### config.mk
export PLATFORM = sky130hd
export DESIGN_NAME = correlator_hostctrl
export DESIGN_NICKNAME = d
export VERILOG_FILES = /design/src/rtl/correlator_pkg.sv /design/src/rtl/hostctrl_outreg.sv /design/src/rtl/correlator_hostctrl.sv
export SDC_FILE = /design/constraint.sdc
export NUM_CORES = 1
export LEC_CHECK = 0
export ABC_AREA = 1
export ABC_CLOCK_PERIOD_IN_PS = 2000
export BUFFER_PORTS_ARGS = -buffer_cell sky130_fd_sc_hd__buf_2
export CORE_UTILIZATION = 50
export DETAILED_ROUTE_END_ITERATION = 16
export PLACE_DENSITY = 0.84
export SYNTH_ARGS = -nofsm -noshare
export SYNTH_HDL_FRONTEND = slang
export SYNTH_SLANG_ARGS = --single-unit
### constraint.sdc
create_clock -name i_clk -period 2 [get_ports i_clk]
set_clock_uncertainty 0.1 [all_clocks]
set_input_delay 0 -clock i_clk [delete_from_list [all_inputs] [get_ports i_clk]]
set_output_delay 0 -clock i_clk [all_outputs]
set_load 0.01 [all_outputs]
### src/rtl/correlator_pkg.sv
//--------------------------------------------------------------------
// Module : correlator_pkg
// Brief  : Shared register map, FSM states and helpers for the
//          correlator host controller.
// Rev    : 1.0  initial release
//--------------------------------------------------------------------
`default_nettype none

package correlator_pkg;

   localparam logic [6:0] c_addrWinLen  = 7'h00;
   localparam logic [6:0] c_addrShape   = 7'h01;
   localparam logic [6:0] c_addrPeriod  = 7'h02;
   localparam logic [6:0] c_addrJitter  = 7'h03;
   localparam logic [6:0] c_addrPwm     = 7'h04;
   localparam logic [6:0] c_addrSeed    = 7'h05;
   localparam logic [6:0] c_addrFlush   = 7'h06;
   localparam logic [6:0] c_addrBurst   = 7'h07;
   localparam logic [6:0] c_addrVersion = 7'h7F;

   localparam logic [7:0] c_versionDefault = 8'h01;

   typedef enum logic [2:0] {
      ST_IDLE       = 3'd0,
      ST_WR_DATA    = 3'd1,
      ST_RD_RESP    = 3'd2,
      ST_BURST_LEN  = 3'd3,
      ST_BURST_HDR  = 3'd4,
      ST_BURST_DATA = 3'd5
   } hostState_t;

   function automatic logic [7:0] satByte(input logic [7:0] value, input logic [7:0] maxValue);
      return (value > maxValue) ? maxValue : value;
   endfunction

endpackage

`default_nettype wire

### src/rtl/hostctrl_outreg.sv
//--------------------------------------------------------------------
// Module : hostctrl_outreg
// Brief  : One-entry valid/ready holding register for the host byte pipe.
// Rev    : 1.0  initial release
//--------------------------------------------------------------------
`default_nettype none

module hostctrl_outreg (
   input  logic       i_clk,
   input  logic       i_rst_n,
   input  logic       i_cg,
   input  logic       i_load,
   input  logic [7:0] i_loadData,
   input  logic       i_ready,
   output logic [7:0] o_data,
   output logic       o_valid,
   output logic       o_free
);

   logic [7:0] r_data;
   logic       r_valid;

   // Free when empty or being consumed this cycle, so a reload lands without a bubble.
   assign o_free  = !r_valid || i_ready;
   assign o_data  = r_data;
   assign o_valid = r_valid;

   always_ff @(posedge i_clk or negedge i_rst_n) begin
      if (!i_rst_n) begin
         r_data  <= 8'h00;
         r_valid <= 1'b0;
      end else if (i_cg) begin
         if (i_load) begin
            r_data  <= i_loadData;
            r_valid <= 1'b1;
         end else if (r_valid && i_ready) begin
            r_valid <= 1'b0;
         end
      end
   end

endmodule

`default_nettype wire

### src/rtl/correlator_hostctrl.sv
//--------------------------------------------------------------------
// Module : correlator_hostctrl
// Brief  : Host byte-stream command parser, correlator config owner and
//          pktfifo burst drainer.
// Rev    : 1.0  initial release
//--------------------------------------------------------------------
`default_nettype none

module correlator_hostctrl
   import correlator_pkg::*;
#(
   parameter int         MAX_WINDOW_LENGTH_EXP = 16,
   parameter int         MAX_SAMPLE_PERIOD_EXP = 15,
   parameter int         MAX_SAMPLE_JITTER_EXP = 8,
   parameter int         PKTFIFO_DEPTH         = 50,
   parameter logic [7:0] VERSION               = c_versionDefault
) (
   input  logic                                       i_clk,
   input  logic                                       i_rst_n,
   input  logic                                       i_cg,
   input  logic [7:0]                                 i_in_data,
   input  logic                                       i_in_valid,
   output logic                                       o_in_ready,
   output logic [7:0]                                 o_out_data,
   output logic                                       o_out_valid,
   input  logic                                       i_out_ready,
   output logic [$clog2(MAX_WINDOW_LENGTH_EXP+1)-1:0] o_windowLengthExp,
   output logic                                       o_windowShape,
   output logic [$clog2(MAX_SAMPLE_PERIOD_EXP+1)-1:0] o_samplePeriodExp,
   output logic [$clog2(MAX_SAMPLE_JITTER_EXP+1)-1:0] o_sampleJitterExp,
   output logic [2:0]                                 o_pwmSelect,
   output logic                                       o_wr_samplePeriod,
   output logic [7:0]                                 o_jitterSeedByte,
   output logic                                       o_jitterSeedValid,
   output logic                                       o_pktfifo_flush,
   output logic                                       o_pktfifo_pop,
   input  logic [7:0]                                 i_pktfifo_data,
   input  logic                                       i_pktfifo_empty,
   input  logic [$clog2(PKTFIFO_DEPTH+1)-1:0]         i_pktfifo_nEntries
);

   localparam int WL_W = $clog2(MAX_WINDOW_LENGTH_EXP+1);
   localparam int SP_W = $clog2(MAX_SAMPLE_PERIOD_EXP+1);
   localparam int SJ_W = $clog2(MAX_SAMPLE_JITTER_EXP+1);

   hostState_t r_state;
   logic       r_inReady;
   logic [6:0] r_wrAddr;
   logic [7:0] r_remaining;
   logic       r_flush;

   logic       w_accept;
   logic       w_handshake;
   logic       w_outFree;
   logic       w_pop;
   logic [7:0] w_nEntries8;
   logic [7:0] w_burstN;
   logic [7:0] w_rdByte;
   logic       w_load;
   logic [7:0] w_loadData;

   assign o_in_ready      = r_inReady;
   assign o_pktfifo_flush = r_flush && i_cg;
   assign o_pktfifo_pop   = w_pop;

   assign w_accept    = i_cg && i_in_valid && r_inReady;
   assign w_handshake = i_cg && o_out_valid && i_out_ready;
   assign w_nEntries8 = 8'(i_pktfifo_nEntries);
   assign w_burstN    = (i_in_data < w_nEntries8) ? i_in_data : w_nEntries8;

   // The header handshake may already pop the first payload byte.
   assign w_pop = i_cg && ((r_state == ST_BURST_HDR) || (r_state == ST_BURST_DATA)) &&
                  (r_remaining != 8'd0) && !i_pktfifo_empty && w_outFree;

   always_comb begin
      w_rdByte = 8'h00;
      case (i_in_data[6:0])
         c_addrWinLen:  w_rdByte = 8'(o_windowLengthExp);
         c_addrShape:   w_rdByte = {7'd0, o_windowShape};
         c_addrPeriod:  w_rdByte = 8'(o_samplePeriodExp);
         c_addrJitter:  w_rdByte = 8'(o_sampleJitterExp);
         c_addrPwm:     w_rdByte = {5'd0, o_pwmSelect};
         c_addrVersion: w_rdByte = VERSION;
         default:       w_rdByte = 8'h00;
      endcase
   end

   always_comb begin
      w_load     = 1'b0;
      w_loadData = 8'h00;
      if (w_pop) begin
         w_load     = 1'b1;
         w_loadData = i_pktfifo_data;
      end else if (w_accept && (r_state == ST_IDLE) && i_in_data[7] &&
                   (i_in_data[6:0] != c_addrBurst)) begin
         w_load     = 1'b1;
         w_loadData = w_rdByte;
      end else if (w_accept && (r_state == ST_BURST_LEN)) begin
         w_load     = 1'b1;
         w_loadData = w_burstN;
      end
   end

   hostctrl_outreg u_outreg (
      .i_clk      (i_clk),
      .i_rst_n    (i_rst_n),
      .i_cg       (i_cg),
      .i_load     (w_load),
      .i_loadData (w_loadData),
      .i_ready    (i_out_ready),
      .o_data     (o_out_data),
      .o_valid    (o_out_valid),
      .o_free     (w_outFree)
   );

   always_ff @(posedge i_clk or negedge i_rst_n) begin
      if (!i_rst_n) begin
         r_state           <= ST_IDLE;
         r_inReady         <= 1'b0;
         r_wrAddr          <= 7'd0;
         r_remaining       <= 8'd0;
         r_flush           <= 1'b0;
         o_windowLengthExp <= '0;
         o_windowShape     <= 1'b0;
         o_samplePeriodExp <= '0;
         o_sampleJitterExp <= '0;
         o_pwmSelect       <= 3'd0;
         o_wr_samplePeriod <= 1'b0;
         o_jitterSeedByte  <= 8'h00;
         o_jitterSeedValid <= 1'b0;
      end else if (i_cg) begin
         o_wr_samplePeriod <= 1'b0;
         o_jitterSeedValid <= 1'b0;
         r_flush           <= 1'b0;
         if (w_pop) r_remaining <= r_remaining - 8'd1;
         case (r_state)
            ST_IDLE: begin
               r_inReady <= 1'b1;
               if (w_accept) begin
                  if (!i_in_data[7]) begin
                     r_wrAddr <= i_in_data[6:0];
                     r_state  <= ST_WR_DATA;
                  end else if (i_in_data[6:0] == c_addrBurst) begin
                     r_state <= ST_BURST_LEN;
                  end else begin
                     r_inReady <= 1'b0;
                     r_state   <= ST_RD_RESP;
                  end
               end
            end
            ST_WR_DATA: begin
               if (w_accept) begin
                  case (r_wrAddr)
                     c_addrWinLen: o_windowLengthExp <= WL_W'(satByte(i_in_data, 8'(MAX_WINDOW_LENGTH_EXP)));
                     c_addrShape:  o_windowShape     <= i_in_data[0];
                     c_addrPeriod: begin
                        o_samplePeriodExp <= SP_W'(satByte(i_in_data, 8'(MAX_SAMPLE_PERIOD_EXP)));
                        o_wr_samplePeriod <= 1'b1;
                     end
                     c_addrJitter: o_sampleJitterExp <= SJ_W'(satByte(i_in_data, 8'(MAX_SAMPLE_JITTER_EXP)));
                     c_addrPwm:    o_pwmSelect       <= i_in_data[2:0];
                     c_addrSeed: begin
                        o_jitterSeedByte  <= i_in_data;
                        o_jitterSeedValid <= 1'b1;
                     end
                     c_addrFlush:  r_flush <= 1'b1;
                     default:      ;
                  endcase
                  r_state <= ST_IDLE;
               end
            end
            ST_RD_RESP: begin
               if (w_handshake) begin
                  r_inReady <= 1'b1;
                  r_state   <= ST_IDLE;
               end
            end
            ST_BURST_LEN: begin
               if (w_accept) begin
                  r_remaining <= w_burstN;
                  r_inReady   <= 1'b0;
                  r_state     <= ST_BURST_HDR;
               end
            end
            ST_BURST_HDR: begin
               if (w_handshake) begin
                  if (r_remaining == 8'd0) begin
                     r_inReady <= 1'b1;
                     r_state   <= ST_IDLE;
                  end else begin
                     r_state <= ST_BURST_DATA;
                  end
               end
            end
            ST_BURST_DATA: begin
               // With nothing left to pop, the byte being consumed is the last one.
               if ((r_remaining == 8'd0) && w_handshake) begin
                  r_inReady <= 1'b1;
                  r_state   <= ST_IDLE;
               end
            end
            default: begin
               r_inReady <= 1'b0;
               r_state   <= ST_IDLE;
            end
         endcase
      end
   end

endmodule

`default_nettype wire

## Word level (Yosys, flattened, before mapping)

Index checks and enable logic that the tools add are counted.

- Output and inout port bits: 39
- Flip-flop bits (word level): 56
- Word-level logic and storage cells: 127

- Add/sub/neg operators: 1
- Mux-type cells: 44
- $lt $le $gt $ge: 4
- Bitwise gates (word level): 2
- Reduce and logical (&&, ||, !) cells: 36
- Equal/unequal tests: 25

Operator list:

| cell | count |
|---|---|
| 8-bit 2-to-1 mux | 7 |
| 7-bit by 3-bit equality test with 1-bit output, second input constant | 5 |
| 5-bit one-hot mux with 6 select lines | 1 |
| 7-bit by 2-bit equality test with 1-bit output, second input constant | 4 |
| 4-bit AND reduction | 7 |
| 1-bit 2-to-1 mux | 23 |
| 3-bit 2-to-1 mux | 7 |
| 3-bit one-hot mux with 6 select lines | 1 |
| 8-bit by 4-bit greater-than comparator with 1-bit output, second input constant | 2 |
| 1-bit logical AND | 15 |
| 7-bit by 1-bit equality test with 1-bit output, second input constant | 2 |
| 7-bit zero test | 2 |
| 7-bit AND reduction | 2 |
| 2-bit inequality test, second input constant | 5 |
| 8-bit by 5-bit greater-than comparator with 1-bit output, second input constant | 1 |
| 8-bit zero test | 1 |
| 8-bit by 6-bit less-than comparator with 1-bit output | 1 |
| 4-bit 2-to-1 mux | 2 |
| 8-bit nonzero test | 1 |
| 8-bit by 1-bit subtractor with 8-bit output, second input constant | 1 |
| 7-bit equality test, second input constant | 1 |
| 7-bit by 3-bit inequality test with 1-bit output, second input constant | 1 |
| 3-bit by 2-bit equality test with 1-bit output, second input constant | 2 |
| 3-bit equality test, second input constant | 2 |
| 11 further kinds | 16 |

## Logic depth before layout (Yosys ltp)

- Depth after elaboration: 9
- Mapped depth: 11
- Gate-level depth less buffers: 11

## Modules after synthesis

Synthesis repeated with hierarchy kept, for this count alone.

- Cell total of the unflattened synthesis: 442
- Area total of the unflattened synthesis: 3271.9 µm²

By module, submodules not included:

| module | area an instance (µm²) | instances | seq. area each (µm²) | cells each |
|---|---|---|---|---|
| correlator_hostctrl | 2881.5 | 1 | 1176.1 | 401 |
| hostctrl_outreg | 390.4 | 1 | 225.2 | 41 |

## Least setup slack after synthesis

No wires, ideal clock.

- Path type: reg2reg
- Start point: reg r_remaining[0]
- End point: reg r_remaining[2]
- Required time: 1.778 ns
- Setup time: 0.122 ns
- Slack: 0.397 ns
- Data arrival time: 1.380 ns
- Cell stages (with the launch flop): 11
- Path buffers: 1
- Cell sequence: dfrtp_1 inv_1 ha_1 nand2_1 nor2_2 nor2_4 buf_6 nand2_1 nand2_1 a21oi_1 a21oi_1

- Word-level cells in the longest chain between the ends: 7

RTL lines:

| element | RTL line | source |
|---|---|---|
| start, declared | correlator_hostctrl.sv:49 | `logic [7:0] r_remaining;` |
| start signal, assigned | correlator_hostctrl.sv:135 | `if (w_pop) r_remaining <= r_remaining - 8'd1;` |
| start signal, assigned | correlator_hostctrl.sv:180 | `r_remaining <= w_burstN;` |
| 8-bit nonzero test (*) | correlator_hostctrl.sv:73 | `(r_remaining != 8'd0) && !i_pktfifo_empty && w_outFree;` |
| 1-bit logical AND (*) | correlator_hostctrl.sv:72 | `assign w_pop = i_cg && ((r_state == ST_BURST_HDR) \|\| (r_state == ST_BURST_DATA)) &&` |
| 1-bit logical AND (*) (2 in a row) | correlator_hostctrl.sv:73 |  |
| via o_pktfifo_pop | correlator_hostctrl.sv:36 | `output logic o_pktfifo_pop,` |
| 8-bit 2-to-1 mux (*) | correlator_hostctrl.sv:135 |  |
| 8-bit 2-to-1 mux | correlator_hostctrl.sv:179 | `if (w_accept) begin` |
| 8-bit 2-to-1 mux (*) | correlator_hostctrl.sv:136 | `case (r_state)` |

Mark *: on every way through the listed nets, which the timed path passes. The rest lies on a longest branch.
A chain may end at the register's enable or synchronous reset.

## Worst setup path in the final report

- Start point: reg r_remaining[0]
- End point: out o_pktfifo_pop

- Word-level cells in the longest chain between the ends: 4

RTL lines:

| element | RTL line |
|---|---|
| 8-bit nonzero test | correlator_hostctrl.sv:73 |
| 1-bit logical AND | correlator_hostctrl.sv:72 |
| 1-bit logical AND (2 in a row) | correlator_hostctrl.sv:73 |
| end, declared | correlator_hostctrl.sv:36 |

Every way passes these cells.

==> metrics <==
DR vias 3284; routed len/inst 14.8 microns; crit-path cells inv_1 -> ha_1 -> nand2_1 -> nor2_2 -> nor2_4 -> buf_4 -> buf_2; clock buffer depth 2; core area 6060 sq um; Layout area overhead 25.9%; max-slew violations 0; adder-cell share of the synthesized area 2.73%; Compound-Gate Fraction of Synth Area 8.28%; Cell Area, Synth 3200 sq um; min Tclk post-route 1840 ps; startpoint types flop; Required @ worst endpoint 1900 ps; Post-synth ARST share 100%; Simple-Gate Fraction of Synth Area 32.3%; # H-tree levels 2; Reg2Reg Launch Point r_remaining[0]; I/O pin cnt 67; Final Hold Viols 0; largest net degree at the start of global routing 31; Syn Inst Count 430; largest area contributor in the netlist dfrtp_1; Crit. End Element primary output; clock root buffer clkbuf_8; Hold Crit Start i_pktfifo_nEntries[5]; fin cells 608; slowest CP cell dfrtp_1; worst path bufs/invs 3; mux contribution to synthesized area 3.44%; cell count after placement 574; worst hold-check path type input port to flop; cell area after layout 4030 sq um; run status complete, no violations; EDFF count, synth 0; final-stage net count 567; RR Endpoint u_outreg.o_data[2]; post-synthesis sequential area ratio 43.8%; vias per cell 5.40; register bit total from synthesis 56; maximum clock rate 0.545 GHz; DRC viols 0; Synth cell types 32; antenna violations before repair 0; Slew HR 57.4%; layout cells sized above 1 20.1%; Setup Viol. Count Final 0; Avg Cell Area, Syn 7.45 sq um; Die Ht 82.0 microns; final wirelength 8.97 mm; PortBufs 66; Synth Area in XOR/XNOR 0.820%; Critical Path Fanout Max 10; Clock Latency Late Sink 320 ps; vias in the first global route 2993; clock buffer count from CTS 5; Die ar. 6730 sq um; Static Leak 0.00235 uW; critical path class flop to primary output; largest family of logic cells by synthesized area simple AND/OR/NAND/NOR gates; clk slew on worst S/H paths 100 ps; DRT iter0 DRCs 317; Diodes inserted 0; pwr/cell area 906 nW/um^2; top-area cell type share of the netlist area 43.8%; VDD IR max 0.560 mV; final period utilization 91.8%; Ys Warns 0; worst reg2reg path depth 9; Top delay family on crit path simple AND/OR/NAND/NOR gates; cell area after placement 3670 sq um; syn nets 465; CP startpoint r_remaining[0]; R2R setup slack 170 ps; worst slew pin tran 640 ps; Synth area leaders dfrtp_1, nand2_1, nand3_1; Worst Hold End u_outreg.o_data[5]; DRT Pass-1 Iters 5; Worst EP arrival 1740 ps; Antenna Violating Nets Remaining 0; DP HPWL 6.45 mm; total grt overflow 0; Fin Hold WS 30.2 ps; first-pass GRT wire length 14.0 mm; TritonCTS Sinks 56; TritonCTS clock tree done; GRT Total Usage 27.8%; die width 82.0 microns; Crit path largest cell delay 390 ps; Maximum Capacitance Violations 0; Hold Crit Depth 5; main flop type after synthesis dfrtp_1; RD Place Congestion 0.957; initial core utilization 52.8%; Power Total 3650 uW; number of core rows 28
-- worst register-to-register path: stages, from the launching register on --
cell,delay (ps)
dfrtp_1,410
inv_1,140
ha_1,170
nand2_1,70
nor2_2,200
nor2_4,110
nor3_4,190
buf_4,190
nand2_1,60
nand4_1,110
-- worst max-delay path by stage --
stage / end / cells after the start
after floorplan: r_remaining[2] / 10
after global placement: u_outreg.o_data[4] / 8
after detailed placement: r_remaining[4] / 10
after CTS: u_outreg.o_data[1] / 8
after global routing: u_outreg.o_data[3] / 9
final: o_pktfifo_pop / 7
-- Yosys cell counts, types with 2 or more instances --
cell and count:
nand3_1 47, a21oi_1 14, inv_2 4, inv_1 62
nand4_1 8, nor2_4 2, clkbuf_1 2, a22o_1 2
xnor2_1 2, mux2i_1 11, dfrtp_1 56, o31ai_1 4
nor3_1 8, buf_2 2, nor2_1 39, ha_1 7
nor2_2 6, nand2_1 119, o21ai_0 22
-- layout make-up --
| type | count | area (sq um) |
|---|---|---|
| multi-input combinational | 303 | 1540 |
| sequential | 56 | 1400 |
| clock inverter | 2 | 10.0 |
| fill | 512 | 2030 |
| timing repair buffer | 100 | 653 |
| clock buffer | 6 | 82.6 |
| tap | 75 | 93.8 |
| inverter | 66 | 251 |
-- routing by layer --
metal  vias to the layer above  GRT usage, %  wire length [microns]
li1                       1584             -                      -
met1                      1510          35.2                   3700
met2                       164          47.3                   4440
met3                        26          5.11                    600
met4                         0          9.65                    231
met5                         -             0                      0
-- per-stage QoR --
step | setup TNS, ps | setup slack (ps) | utilization [%]
floorplan | 0 | 397 | -
global placement | 0 | 200 | 60.6
detailed placement | 0 | 115 | 60.6
CTS | 0 | 90.8 | 65.7
global route | -2.12 | -2.12 | 66.5
finish | 0 | 164 | 66.5
-- flip-flops by register name, indices dropped and copies added, names as in the netlist --
signal	flops
o_wr_samplePeriod	1
u_outreg.o_data	8
o_jitterSeedValid	1
u_outreg.o_valid	1
r_wrAddr	7
o_sampleJitterExp	4
o_in_ready	1
r_flush	1
o_pwmSelect	3
r_remaining	8
r_state	3
o_samplePeriodExp	4
o_jitterSeedByte	8
o_windowLengthExp	5
o_windowShape	1
-- cells in the final DEF (no fill, tap or decap) --
cell type	count
nand2_1	118
buf_2	66
inv_1	61
dfrtp_1	56
nand3_1	47
nor2_1	38
o21ai_0	22
dlygate4sd3_1	22
a21oi_1	14
mux2i_1	11
buf_4	11
nand4_1	8
nor3_1	7
ha_1	7
nor2_2	6
clkbuf_8	6
inv_2	4
o31ai_1	4
nor2_4	3
xnor2_1	2
a22o_1	2
clkinv_2	2
nand3_2	1
clkinvlp_4	1
nand4_2	1
a211oi_2	1
nand2_2	1
xor2_1	1
nor4_1	1
o21a_1	1
o22ai_1	1
a31oi_1	1
or2_2	1
nor3_2	1
nor3_4	1
o21ai_1	1
and3_1	1
buf_12	1
-- where the power goes --
| group | internal, uW | leakage (uW) | total, uW | switching, uW |
|---|---|---|---|---|
| logic | 515 | 0.00156 | 1320 | 800 |
| clock network | 278 | 0.0000510 | 652 | 374 |
| registers | 1420 | 0.000735 | 1690 | 265 |
| total | 2210 | 0.00235 | 3650 | 1440 |
-- logic make-up after synthesis --
family / count (synthesis)
muxes: 11
buffers and inverters: 71
xor gates and xnor gates: 3
adders and majority gates: 7
DFF: 56
AOI/OAI and AO/OA: 47
and+or+nand+nor: 235
-- what timing repair did --
action	4_1_cts	5_1_grt
endpoints found under the setup margin	0	12
hold endpoints to repair	54	0
resized for setup	0	5
buffers inserted	0	4
hold buffers	22	0
Note: power is estimated with default switching activity, not from simulation.
